File: config.mk
export PLATFORM = sky130hd
export DESIGN_NAME = i2s_tx
export DESIGN_NICKNAME = d
export VERILOG_FILES = /design/src/rtl/audio_pkg.sv /design/src/rtl/i2s_bclk_gen.sv /design/src/rtl/i2s_tx.sv
export SDC_FILE = /design/constraint.sdc
export NUM_CORES = 1
export LEC_CHECK = 0
export BUFFER_PORTS_ARGS = -buffer_cell sky130_fd_sc_hd__buf_2
export CORE_UTILIZATION = 28
export DETAILED_ROUTE_END_ITERATION = 8
export PLACE_DENSITY = 0.49
export SETUP_SLACK_MARGIN = 0.05
export SYNTH_ARGS = -nofsm -noshare
export SYNTH_HDL_FRONTEND = slang
export SYNTH_SLANG_ARGS = --single-unit
File: constraint.sdc
create_clock -name clk -period 2.5 [get_ports clk]
set_input_delay 0.125 -clock clk [delete_from_list [all_inputs] [get_ports clk]]
set_output_delay 0.125 -clock clk [all_outputs]
set_load 0.02 [all_outputs]
File: src/rtl/audio_pkg.sv
// Shared audio constants and sample type used by the reverb stage and the I2S transmitter.
package audio_pkg;

  localparam int DEF_DATA_BITS = 16;
  localparam int DEF_SLOT_BITS = 32;
  localparam int DEF_CLK_DIV   = 4;

  typedef logic signed [DEF_DATA_BITS-1:0] sample_t;

  typedef enum logic {
    SLOT_LEFT  = 1'b0,
    SLOT_RIGHT = 1'b1
  } slot_e;

endpackage

File: src/rtl/i2s_bclk_gen.sv
// Bit-clock divider: BCLK toggles every CLK_DIV system clocks; fall_evt marks the
// clk cycle whose closing edge drives BCLK from 1 to 0.
module i2s_bclk_gen
  import audio_pkg::*;
#(
  parameter int CLK_DIV = DEF_CLK_DIV
) (
  input  logic clk,
  input  logic rst_n,
  output logic bclk,
  output logic fall_evt
);

  localparam int CNT_W = (CLK_DIV > 1) ? $clog2(CLK_DIV) : 1;
  localparam logic [CNT_W-1:0] TERM = CNT_W'(CLK_DIV - 1);

  logic [CNT_W-1:0] div_cnt;
  logic             term;

  assign term     = (div_cnt == TERM);
  assign fall_evt = term & bclk;

  always_ff @(posedge clk or negedge rst_n) begin
    if (!rst_n) begin
      div_cnt <= '0;
      bclk    <= 1'b0;
    end else if (term) begin
      div_cnt <= '0;
      bclk    <= ~bclk;
    end else begin
      div_cnt <= div_cnt + 1'b1;
    end
  end

endmodule

File: src/rtl/i2s_tx.sv
// Mono-to-stereo I2S transmitter with a one-entry sample holding register.
// Define I2S_TX_LEFT_JUSTIFIED_EN for left-justified framing (MSB on the LRCLK edge).
module i2s_tx
  import audio_pkg::*;
#(
  parameter int DATA_BITS = DEF_DATA_BITS,
  parameter int SLOT_BITS = DEF_SLOT_BITS,
  parameter int CLK_DIV   = DEF_CLK_DIV
) (
  input  logic                 clk,
  input  logic                 rst_n,
  input  logic                 sample_valid,
  input  logic [DATA_BITS-1:0] sample_in,
  output logic                 sample_ready,
  output logic                 i2s_bclk,
  output logic                 i2s_lrclk,
  output logic                 i2s_sdata,
  output logic                 frame_start,
  output logic                 underrun
);

  localparam int FRAME_BITS = 2 * SLOT_BITS;
  localparam int CNT_W      = $clog2(FRAME_BITS);
  localparam int IDX_W      = (DATA_BITS > 1) ? $clog2(DATA_BITS) : 1;
  localparam logic [CNT_W-1:0] LAST_BIT = CNT_W'(FRAME_BITS - 1);
  localparam logic [CNT_W-1:0] SLOT_LEN = CNT_W'(SLOT_BITS);

  logic                 bclk;
  logic                 fall_evt;
  logic [CNT_W-1:0]     bitcnt;
  logic [DATA_BITS-1:0] hold;
  logic                 hold_full;
  logic                 ready_en;
  logic [DATA_BITS-1:0] word;
  logic [DATA_BITS-1:0] last;
  slot_e                lrclk_q;
  logic                 sdata_q;

  logic                 wrap;
  logic                 load;
  logic                 take;
  logic [CNT_W-1:0]     nxt_cnt;
  logic [CNT_W-1:0]     nxt_pos;
  slot_e                nxt_slot;
  logic [DATA_BITS-1:0] nxt_word;
  logic [IDX_W-1:0]     bit_idx;
  logic                 nxt_bit;
  int                   pos;

  i2s_bclk_gen #(
    .CLK_DIV (CLK_DIV)
  ) u_bclk_gen (
    .clk      (clk),
    .rst_n    (rst_n),
    .bclk     (bclk),
    .fall_evt (fall_evt)
  );

  // Handshake: a sample transfers on any clk edge where sample_valid and sample_ready
  // are both high. sample_valid while not ready is dropped, never stalled; a lost
  // sample surfaces as an underrun at the next frame.
  assign sample_ready = ready_en & ~hold_full;
  assign take         = sample_valid & sample_ready;

  assign wrap        = (bitcnt == LAST_BIT);
  assign load        = fall_evt & wrap;
  assign frame_start = load;
  assign underrun    = load & ~hold_full;

  assign i2s_bclk  = bclk;
  assign i2s_lrclk = lrclk_q;
  assign i2s_sdata = sdata_q;

  // Next serial bit is chosen for the slot position the counter is about to enter.
  always_comb begin
    nxt_cnt  = wrap ? '0 : bitcnt + 1'b1;
    nxt_slot = (nxt_cnt >= SLOT_LEN) ? SLOT_RIGHT : SLOT_LEFT;
    nxt_pos  = (nxt_slot == SLOT_RIGHT) ? nxt_cnt - SLOT_LEN : nxt_cnt;
    nxt_word = !wrap ? word : (hold_full ? hold : last);
    pos      = int'(nxt_pos);
    bit_idx  = '0;
    nxt_bit  = 1'b0;
`ifdef I2S_TX_LEFT_JUSTIFIED_EN
    if (pos < DATA_BITS) begin
      bit_idx = IDX_W'(DATA_BITS - 1 - pos);
      nxt_bit = nxt_word[bit_idx];
    end
`else
    // Position 0 still belongs to the previous slot's word (one-BCLK delay).
    if (pos == 0) begin
      nxt_bit = (SLOT_BITS == DATA_BITS) ? word[0] : 1'b0;
    end else if (pos <= DATA_BITS) begin
      bit_idx = IDX_W'(DATA_BITS - pos);
      nxt_bit = nxt_word[bit_idx];
    end
`endif
  end

  always_ff @(posedge clk or negedge rst_n) begin
    if (!rst_n) begin
      bitcnt  <= '0;
      lrclk_q <= SLOT_LEFT;
      sdata_q <= 1'b0;
      word    <= '0;
      last    <= '0;
    end else if (fall_evt) begin
      bitcnt  <= nxt_cnt;
      lrclk_q <= nxt_slot;
      sdata_q <= nxt_bit;
      if (wrap) begin
        word <= nxt_word;
        if (hold_full) begin
          last <= hold;
        end
      end
    end
  end

  // ready_en keeps sample_ready low through reset and the first clk after release.
  always_ff @(posedge clk or negedge rst_n) begin
    if (!rst_n) begin
      hold      <= '0;
      hold_full <= 1'b0;
      ready_en  <= 1'b0;
    end else begin
      ready_en <= 1'b1;
      if (take) begin
        hold      <= sample_in;
        hold_full <= 1'b1;
      end else if (load) begin
        hold_full <= 1'b0;
      end
    end
  end

endmodule

== Word-level counts from Yosys, hierarchy flattened ==
Cells that the tools add are included.
Storage, ports and cells
  bits of input ports: 19
  flip-flop bits (word level): 61
  output and inout bits: 6
  logic and storage cells: 41
Cells by class
  order comparisons: 3
  eq/ne operators: 2
  multiplexer cells: 12
  add/subtract/negate cells: 4
  bitwise operators: 7
  reductions and logical operators: 3
Operators by type and width (number)
  $mux 16: 2
  $mux 6: 2
  $add 6x1->6 const B: 1
  $eq 6x6->1 const B: 1
  $ge 6x6->1 const B: 1
  $le 6x5->1 const B: 1
  $logic_not 6->1: 1
  $mux 1: 6
  $sub 6x6->6 const B: 1
  $and 1x1->1: 5
  $lt 4x5->1 const B: 1
  $bmux 1 s4: 1
  $sub 1x4->4 const A: 1
  $add 2x1->2 const B: 1
  $eq 2x2->1 const B: 1
  $mux 2: 1
  $not 1->1: 2
  $reduce_and 2->1: 1
  $reduce_bool 2->1: 1

== Longest topological paths before layout ==
Gate-level depths: netlist of the first run.
  depth in word-level cells: 10
  mapped depth: 8
  gate-level depth less buffers: 7

== Hierarchy ==
A second synthesis of the first run with hierarchy kept.
Second synthesis, totals
  cells, all modules: 227
  area total of the unflattened synthesis: 2811.4 um2
By module, submodules not included
  i2s_tx: area each 2703.8 um2, times used 1, sequential area each 1451.4 um2, cells each 220
  i2s_bclk_gen: area each 107.6 um2, times used 1, sequential area each 75.1 um2, cells each 7

== Worst setup path before layout of the first run ==
No wires, ideal clock.
  path kind: flip-flop to flip-flop
  start point: register bitcnt[1]
  end point: register sdata_q (netlist: i2s_sdata)
  buffers on the path: 1
  setup slack: 505 ps
  stages on the path, launching flop included: 7
  clock period less this slack: 1995 ps
  data required time: 2374 ps
  setup time: 126 ps
  data arrival time: 1869 ps
  cell sequence: dfrtp_1 -> ha_1 -> clkbuf_1 -> mux4_1 -> o22a_1 -> and3_1 -> a221o_1
Between the ends
  longest elaborated chain between the ends: 10
  elaborated cells on any way between the ends: 15
  those cells by class: add/sub: 3; order compare: 2; eq/ne: 1; mux: 8; reduce/logical: 1
Ends and longest elaborated chain
  start, declared: RTL line i2s_tx.sv:30  | logic [CNT_W-1:0] bitcnt;
  start signal, assigned: RTL line i2s_tx.sv:107  | bitcnt <= nxt_cnt;
  $add 6x1->6 / $eq 6x6->1 (equally long branches): RTL line i2s_tx.sv:76, i2s_tx.sv:65
  $mux 6 (*): RTL line i2s_tx.sv:76  | nxt_cnt = wrap ? '0 : bitcnt + 1'b1;
  via nxt_cnt[1]: RTL line i2s_tx.sv:42  | logic [CNT_W-1:0] nxt_cnt;
  $ge 6x6->1: RTL line i2s_tx.sv:77  | nxt_slot = (nxt_cnt >= SLOT_LEN) ? SLOT_RIGHT : SLOT_LEFT;
  $mux 1: RTL line i2s_tx.sv:77
  $mux 6 (*): RTL line i2s_tx.sv:78  | nxt_pos = (nxt_slot == SLOT_RIGHT) ? nxt_cnt - SLOT_LEN : nxt_cnt;
  $sub 1x4->4: RTL line i2s_tx.sv:93  | bit_idx = IDX_W'(DATA_BITS - pos);
  $bmux 1 s4: RTL line i2s_tx.sv:94  | nxt_bit = nxt_word[bit_idx];
  $mux 1 (implied by the code): RTL line i2s_tx.sv:94
  $mux 1: RTL line i2s_tx.sv:92  | end else if (pos <= DATA_BITS) begin
  $mux 1 (*): RTL line i2s_tx.sv:90  | if (pos == 0) begin
  end signal, assigned: RTL line i2s_tx.sv:109  | sdata_q <= nxt_bit;
  end, declared: RTL line i2s_tx.sv:37  | logic sdata_q;
The timed path passes the listed nets; every way through them passes the cells marked *. The select of a mux whose other input is x is not followed.
A chain may end at the register's enable or synchronous reset.

== Worst setup path after layout of the first run ==
  start point: register bitcnt[1]
  end point: register sdata_q (netlist: i2s_sdata)
Between the ends
  longest elaborated chain between the ends: 10
  elaborated cells on any way between the ends: 15
  those cells by class: add/sub: 3; order compare: 2; eq/ne: 1; mux: 8; reduce/logical: 1
Ends and longest elaborated chain (RTL line)
  $add 6x1->6 / $eq 6x6->1 (equally long branches): i2s_tx.sv:76, i2s_tx.sv:65
  $mux 6: i2s_tx.sv:76
  $ge 6x6->1: i2s_tx.sv:77
  $mux 1: i2s_tx.sv:77
  $mux 6: i2s_tx.sv:78
  $sub 1x4->4: i2s_tx.sv:93
  $bmux 1 s4: i2s_tx.sv:94
  $mux 1 (implied by the code): i2s_tx.sv:94
  $mux 1: i2s_tx.sv:92
  $mux 1 (*): i2s_tx.sv:90
Every way passes the cells marked *; elsewhere a longest branch is shown, timed or not. The select of a mux whose other input is x is not followed.

==> results of run 1 <==
-- kinds of logic (layout without fill, tap and decap cells) --
kind of cell | after synthesis | after routing | synth area share, %
DFF | 61 | 61 | 53.9
other | 1 | 1 | 0.132
xor gates and xnor gates | 5 | 5 | 1.55
AOI/OAI and AO/OA | 32 | 32 | 7.02
buffers and inverters | 13 | 53 | 3.22
muxes | 54 | 54 | 24.4
and+or+nand+nor | 53 | 53 | 8.92
adders and majority gates | 2 | 2 | 0.883
-- layout make-up --
cell class | instances | area, um2 | area share [%]
sequential | 61 | 1530 | 45.7
timing repair buffer | 38 | 243 | 7.26
clock buffer | 11 | 141 | 4.23
tap | 133 | 166 | 4.98
clock inverter | 4 | 48.8 | 1.46
multi-input combinational | 147 | 1220 | 36.4
-- sequential cells by signal, summed over array words and instances, names as in the netlist --
| name | count |
|---|---|
| i2s_sdata | 1 |
| last | 16 |
| ready_en | 1 |
| bitcnt | 6 |
| u_bclk_gen.bclk | 1 |
| i2s_lrclk | 1 |
| hold | 16 |
| word | 16 |
| u_bclk_gen.div_cnt | 2 |
| hold_full | 1 |
-- cell usage in the layout (no fill, tap or decap), types with 2 or more instances in the layout --
master         Yosys  layout
mux2_4            10      10
mux2_2            22      22
xnor2_1            2       2
xor2_1             3       3
mux2i_1           17      17
clkbuf_8           1      10
ha_1               2       2
buf_2              5      24
nand2_1           20      20
nor3_1             2       2
buf_4              1       7
mux4_2             2       2
o31ai_1            2       2
dfrtp_1           61      61
a21oi_1           17      17
mux4_1             3       3
clkinv_2           0       2
dlygate4sd3_1      0       7
nor2_1            20      20
o21ai_0            3       3
nand3_1            2       2
-- through the flow --
step           instance area (um2)  setup WS, ps  total power [mW]  cells  hold slack [ps]
3_5_place_dp                  3080           459              1.04    372            -51.1
4_1_cts                       3340           426              1.92    394             2.14
5_1_grt                       3340           264              1.95    394             5.15
3_3_place_gp                  3080           497              1.04    372            -45.9
6_report                      3340           418              1.88    394             16.4
2_1_floorplan                 2830           505              1.01    221             -171
-- final timing paths --
kind	startpoint	cells past startpoint	to
max reg2reg	bitcnt[1]$_DFFE_PN0P_	7	i2s_sdata$_DFFE_PN0P_
min in group asynchronous	rst_n	2	last[1]$_DFFE_PN0P_
max in group asynchronous	rst_n	3	word[9]$_DFFE_PN0P_
min reg2reg	u_bclk_gen.div_cnt[0]$_DFF_PN0_	1	u_bclk_gen.div_cnt[0]$_DFF_PN0_
min	sample_in[14]	2	hold[14]$_DFFE_PN0P_
max	bitcnt[1]$_DFFE_PN0P_	7	i2s_sdata$_DFFE_PN0P_
-- what timing repair did --
item | in CTS | in global routing
hold endpoints to repair | 67 | 0
buffers inserted | 0 | 0
setup endpoints to repair | 0 | 0
hold buffers | 7 | 0
-- per-layer routing --
| metal | wire length [um] | global-route usage (%) | vias up | share of wire, % |
|---|---|---|---|---|
| met5 | 0 | 0 | - | 0 |
| met2 | 2320 | 16.2 | 35 | 44 |
| met1 | 2590 | 14.5 | 876 | 49 |
| met3 | 226 | 4.34 | 12 | 4.3 |
| met4 | 108 | 5.16 | 0 | 2.1 |
| li1 | - | - | 867 | - |
-- power by group through the flow --
| stage | registers [mW] | logic, mW | clock network, mW |
|---|---|---|---|
| 6_report | 0.988 | 0.0428 | 0.853 |
| 4_1_cts | 0.988 | 0.0459 | 0.887 |
| 2_1_floorplan | 1.01 | 0.000636 | 0 |
| 5_1_grt | 0.987 | 0.0500 | 0.915 |
| 3_5_place_dp | 1.01 | 0.0375 | 0 |
| 3_3_place_gp | 1.01 | 0.0374 | 0 |
==> reports/results.tsv, run 1 <==
metric	value	unit
status	completed	
power.density	564	nW/um2
yosys_warnings	0	
final_layout_size_suffix_gt1_share	32.2	%
routabilityCongestion	0.820	
fin_crit	2080	ps
drv_cap	0	
vias	1790	
firstDrtPassIters	4	
ant_nets	0	
maxSlewViolCount	0	
syn_area	2830	um2
postSynthAreaPerCell	12.8	um2
row_count	36	
synth.area.top_cells	dfrtp_1 54%, mux2_2 8.7%, mux2i_1 6.0%	
utilization	34.2	%
fin_tns_setup	0	ps
crit_type	flop to flop	
synth_nets	242	
synth.top_cells.by_count	61 x dfrtp_1, 22 x mux2_2, 20 x nand2_1, 20 x nor2_1	
drc	0	
grt_overflow	0	
synthToLayoutAreaGrowth	17.9	%
synth-edff-count	0	
ir_worst_vdd	0.208	mV
drt_iter0_drc	64	
synth-seq-cells	61	
p_leak	1.73	nW
cp_slowest_stage_delay	430	ps
io_pins	25	
synth.most_common_cell	dfrtp_1	
cts.sinks	61	
synth_top_area_cell	dfrtp_1	
power.switching	0.396	mW
avgRoutedWirePerCell	13.3	um
htreeDepth	3	
arrival	2300	ps
p_seq_share	52.5	%
die_w	103	um
critPathTopFamily	compound AO/OA/AOI/OAI gates	
min_path_type	input pin to flop	
clk_pin_slew_worst_paths	70	ps
nFillCells	1017	
start_kind	flop	
finalHoldViolations	0	
cts_root_buf	clkbuf_8	
p_comb_share	2.3	%
port_buffers	24	
core	9770	um2
setup_viol	0	
path_buf_inv	0	
pwr-share-clk	45.3	%
synth.top_cell.area_share	53.9	%
synth_cells	221	
path_cells	ha_1 > xor2_1 > nor3_1 > o2bb2ai_1 > a211oi_2 > a211oi_1 > a221o_1	
grt_pass1_wl	8630	um
path_max_fanout	6	
track_usage	11.1	%
cts_resized	0	
grt_pass1_vias	1747	
swShare	21.0	%
die-height	103	um
antenna_cells	0	
synth_cell_types	41	
finalNetCount	278	
crit_required	2720	ps
synth_ff_type	dfrtp_1	
slowest_stage	dfrtp_1	
synth-async-reset-ratio	100	%
rsz0062_at_grt	false	
finalCritPeriodShare	83.3	%
ctsLongestPathBuffers	2	
cp-end-kind	flop	
rrSetupSlack	420	ps
seq_area_frac_synth	53.9	%
vias_per_cell	4.54	
dieArea	10500	um2
clkLatencyLatePin	340	ps
grt_max_degree	36	
p_int	1.49	mW
fin_skew	8.91	ps
cts_buffers	9	
wl	5250	um
timing.fmax	0.480	GHz
initial_utilization	29.0	%
place_hpwl	3340	um
antenna_found_initial	0	
tritoncts	yes	
No activity file was read; power rests on OpenSTA's default activity.
==> run 2: changes to the inputs <==
--- a/config.mk
+++ b/config.mk
@@ -8,7 +8,7 @@
 export BUFFER_PORTS_ARGS = -buffer_cell sky130_fd_sc_hd__buf_2
 export CORE_UTILIZATION = 28
 export DETAILED_ROUTE_END_ITERATION = 8
-export PLACE_DENSITY = 0.49
+export PLACE_DENSITY = 0.5
 export SETUP_SLACK_MARGIN = 0.05
 export SYNTH_ARGS = -nofsm -noshare
 export SYNTH_HDL_FRONTEND = slang
==> constraint.sdc (replaced) <==
create_clock -name clk -period 1.7 [get_ports clk]
set_input_delay 0.085 -clock clk [delete_from_list [all_inputs] [get_ports clk]]
set_output_delay 0.085 -clock clk [all_outputs]
set_load 0.02 [all_outputs]
==> reports/results.tsv, run 2 (synthesis results as in run 1) <==
metric	value	unit	change
tightest_slew	569	ps	
maxSlewViolCount	0		unchanged
hp-start	sample_valid		was sample_in[14]
fin_crit	1840	ps	was 2080 ps
routabilityCongestion	0.765		was 0.820
violations	setup timing		
ir_worst_vdd	0.453	mV	was 0.208 mV
min_path_type	input pin to flop		unchanged
cts_root_buf	clkbuf_8		unchanged
place_hpwl	3530	um	was 3340 um
ff_latch_area	1530	um2	about the same
critPathTopFamily	compound AO/OA/AOI/OAI gates		unchanged
power.density	767	nW/um2	was 564 nW/um2
htreeDepth	3		unchanged
firstDrtPassIters	3		was 4
arrival	2070	ps	was 2300 ps
die_w	103	um	unchanged
cts.sinks	61		unchanged
path_buf_inv	0		unchanged
avgRoutedWirePerCell	13.3	um	about the same
rrSetupSlack	-140	ps	was 420 ps
ant_nets	0		unchanged
grt_pass1_wl	9600	um	was 8630 um
initial_utilization	29.0	%	unchanged
min_delay_path_depth	4		was 2
finalHoldViolations	0		unchanged
path_max_fanout	10		was 6
path_cells	ha_4 > mux4_2 > o22a_1 > and3_1 > a221o_1		was ha_1 > xor2_1 > nor3_1 > o2bb2ai_1 > a211oi_2 > a211oi_1 > a221o_1
track_usage	12.3	%	was 11.1%
cp_slowest_stage_delay	420	ps	was 430 ps
finalCritPeriodShare	108	%	was 83.3%
start_kind	flop		unchanged
layout_commonest_cell	dfrtp_1		unchanged
clk_pin_slew_worst_paths	80	ps	was 70 ps
antenna_found_initial	0		unchanged
drc	0		unchanged
vias_per_cell	4.45		was 4.54
slowest_stage	dfrtp_1		unchanged
ctsLongestPathBuffers	2		unchanged
min_delay_worst_endpoint	hold_full$_DFFE_PN0P_		was hold[14]$_DFFE_PN0P_
r2r_cells	5		was 7
drv_cap	0		unchanged
multi_input_area	1270	um2	was 1220 um2
crit_required	1920	ps	was 2720 ps
timing.fmax	0.543	GHz	was 0.480 GHz
core	9770	um2	unchanged
synthToLayoutAreaGrowth	32.4	%	was 17.9%
fin_worst_hold_slack	158	ps	was 16.4 ps
rsz0062_at_grt	true		was false
p_leak	1.89	nW	was 1.73 nW
reg2reg_to	i2s_sdata$_DFFE_PN0P_		unchanged
die-height	103	um	unchanged
port_buffers	24		unchanged
row_count	36		unchanged
reg2reg_from	bitcnt[1]$_DFFE_PN0P_		unchanged
wl	5680	um	was 5250 um
crit_type	flop to flop		unchanged
final_layout_size_suffix_gt1_share	39.2	%	was 32.2%
grt_pass1_vias	1871		was 1747
timing.slew.headroom	62.1	%	
tritoncts	yes		unchanged
nFillCells	952		was 1017
fin_tns_setup	-227	ps	was 0 ps
worst_slack	-143	ps	was 418 ps
setup_viol	5		was 0
status	finished with violations		was completed
drt_iter0_drc	48		was 64
finalNetCount	309		was 278
cp-end-kind	flop		unchanged
antenna_cells	0		unchanged
final_cell_mix	59 x dfrtp_1, 22 x mux2_2, 22 x buf_2		was 61 x dfrtp_1, 24 x buf_2, 22 x mux2_2
grt_max_degree	35		was 36
dieArea	10500	um2	unchanged
grt_overflow	0		unchanged
clkLatencyLatePin	340	ps	about the same
io_pins	25		unchanged
fin_skew	9.63	ps	was 8.91 ps
cts_buffers	9		unchanged
top_regs	hold x16, last x16, word x16		unchanged
vias	1897		was 1790
[run 2: cell count changes in the layout (fill, tap and decap cells not counted), sizes merged]
cell / before / now
nand2: 21 / 22
buf: 31 / 50
clkinv: 3 / 1
dlygate4sd3: 7 / 17
inv: 0 / 1
clkinvlp: 0 / 3
[run 2: layer usage]
metal	vias to the layer above	wire length, um	part of all wire, %	track usage, %
met2	27	2480	44	17.6
met4	0	115	2.0	5.16
met3	7	199	3.5	4.41
li1	933	-	-	-
met1	930	2880	51	16.7
met5	-	0	0	0
[run 2: worst max-delay path by stage]
stage                          startpoint               endpoint  cells past startpoint
finish              bitcnt[1]$_DFFE_PN0P_  i2s_sdata$_DFFE_PN0P_                      5
global route        bitcnt[0]$_DFFE_PN0P_  i2s_sdata$_DFFE_PN0P_                      7
CTS                 bitcnt[1]$_DFFE_PN0P_  i2s_sdata$_DFFE_PN0P_                      5
detailed placement  bitcnt[1]$_DFFE_PN0P_  i2s_sdata$_DFFE_PN0P_                      5
global placement    bitcnt[1]$_DFFE_PN0P_  i2s_sdata$_DFFE_PN0P_                      5
floorplan           bitcnt[1]$_DFFE_PN0P_  i2s_sdata$_DFFE_PN0P_                      8
[run 2: through the flow]
step	setup WS [ps]	total power, mW	instances	area, um2	util [%]
after floorplan	-200	1.48	221	2850	-
after global placement	-141	1.54	383	3200	32.7
after detailed placement	-209	1.54	383	3200	32.7
after CTS	-131	2.93	423	3700	37.8
after global routing	-213	3.01	426	3750	38.4
final	-143	2.88	426	3750	38.4
[run 2: worst min-delay path: stages]
cell	delay, ps
buf_2	70
nand2_1	70
buf_12	170
nand2_1	60
[run 2: report_power, final]
group	switching [mW]	internal, mW	total (mW)
sequential	0.000218	1.45	1.45
combinational	0.0379	0.0462	0.0840
clock	0.618	0.723	1.34
total	0.656	2.22	2.88
[run 2: cell type report]
| type | instances | share of cell area [%] |
|---|---|---|
| clock buffers | 10 | 3.67 |
| clock inverters | 6 | 1.87 |
| multi-input cells | 148 | 33.9 |
| flip-flops and latches | 61 | 40.8 |
| well taps | 133 | 4.44 |
| repair buffers | 68 | 15.3 |
[run 2: timing repair]
action,4_1_cts,5_1_grt
hold buffers,17,0
hold endpoints to repair,36,0
buffers inserted,6,2
gates cloned,1,1
pin swaps,3,1
resized for setup,17,3
setup endpoints to repair,19,20
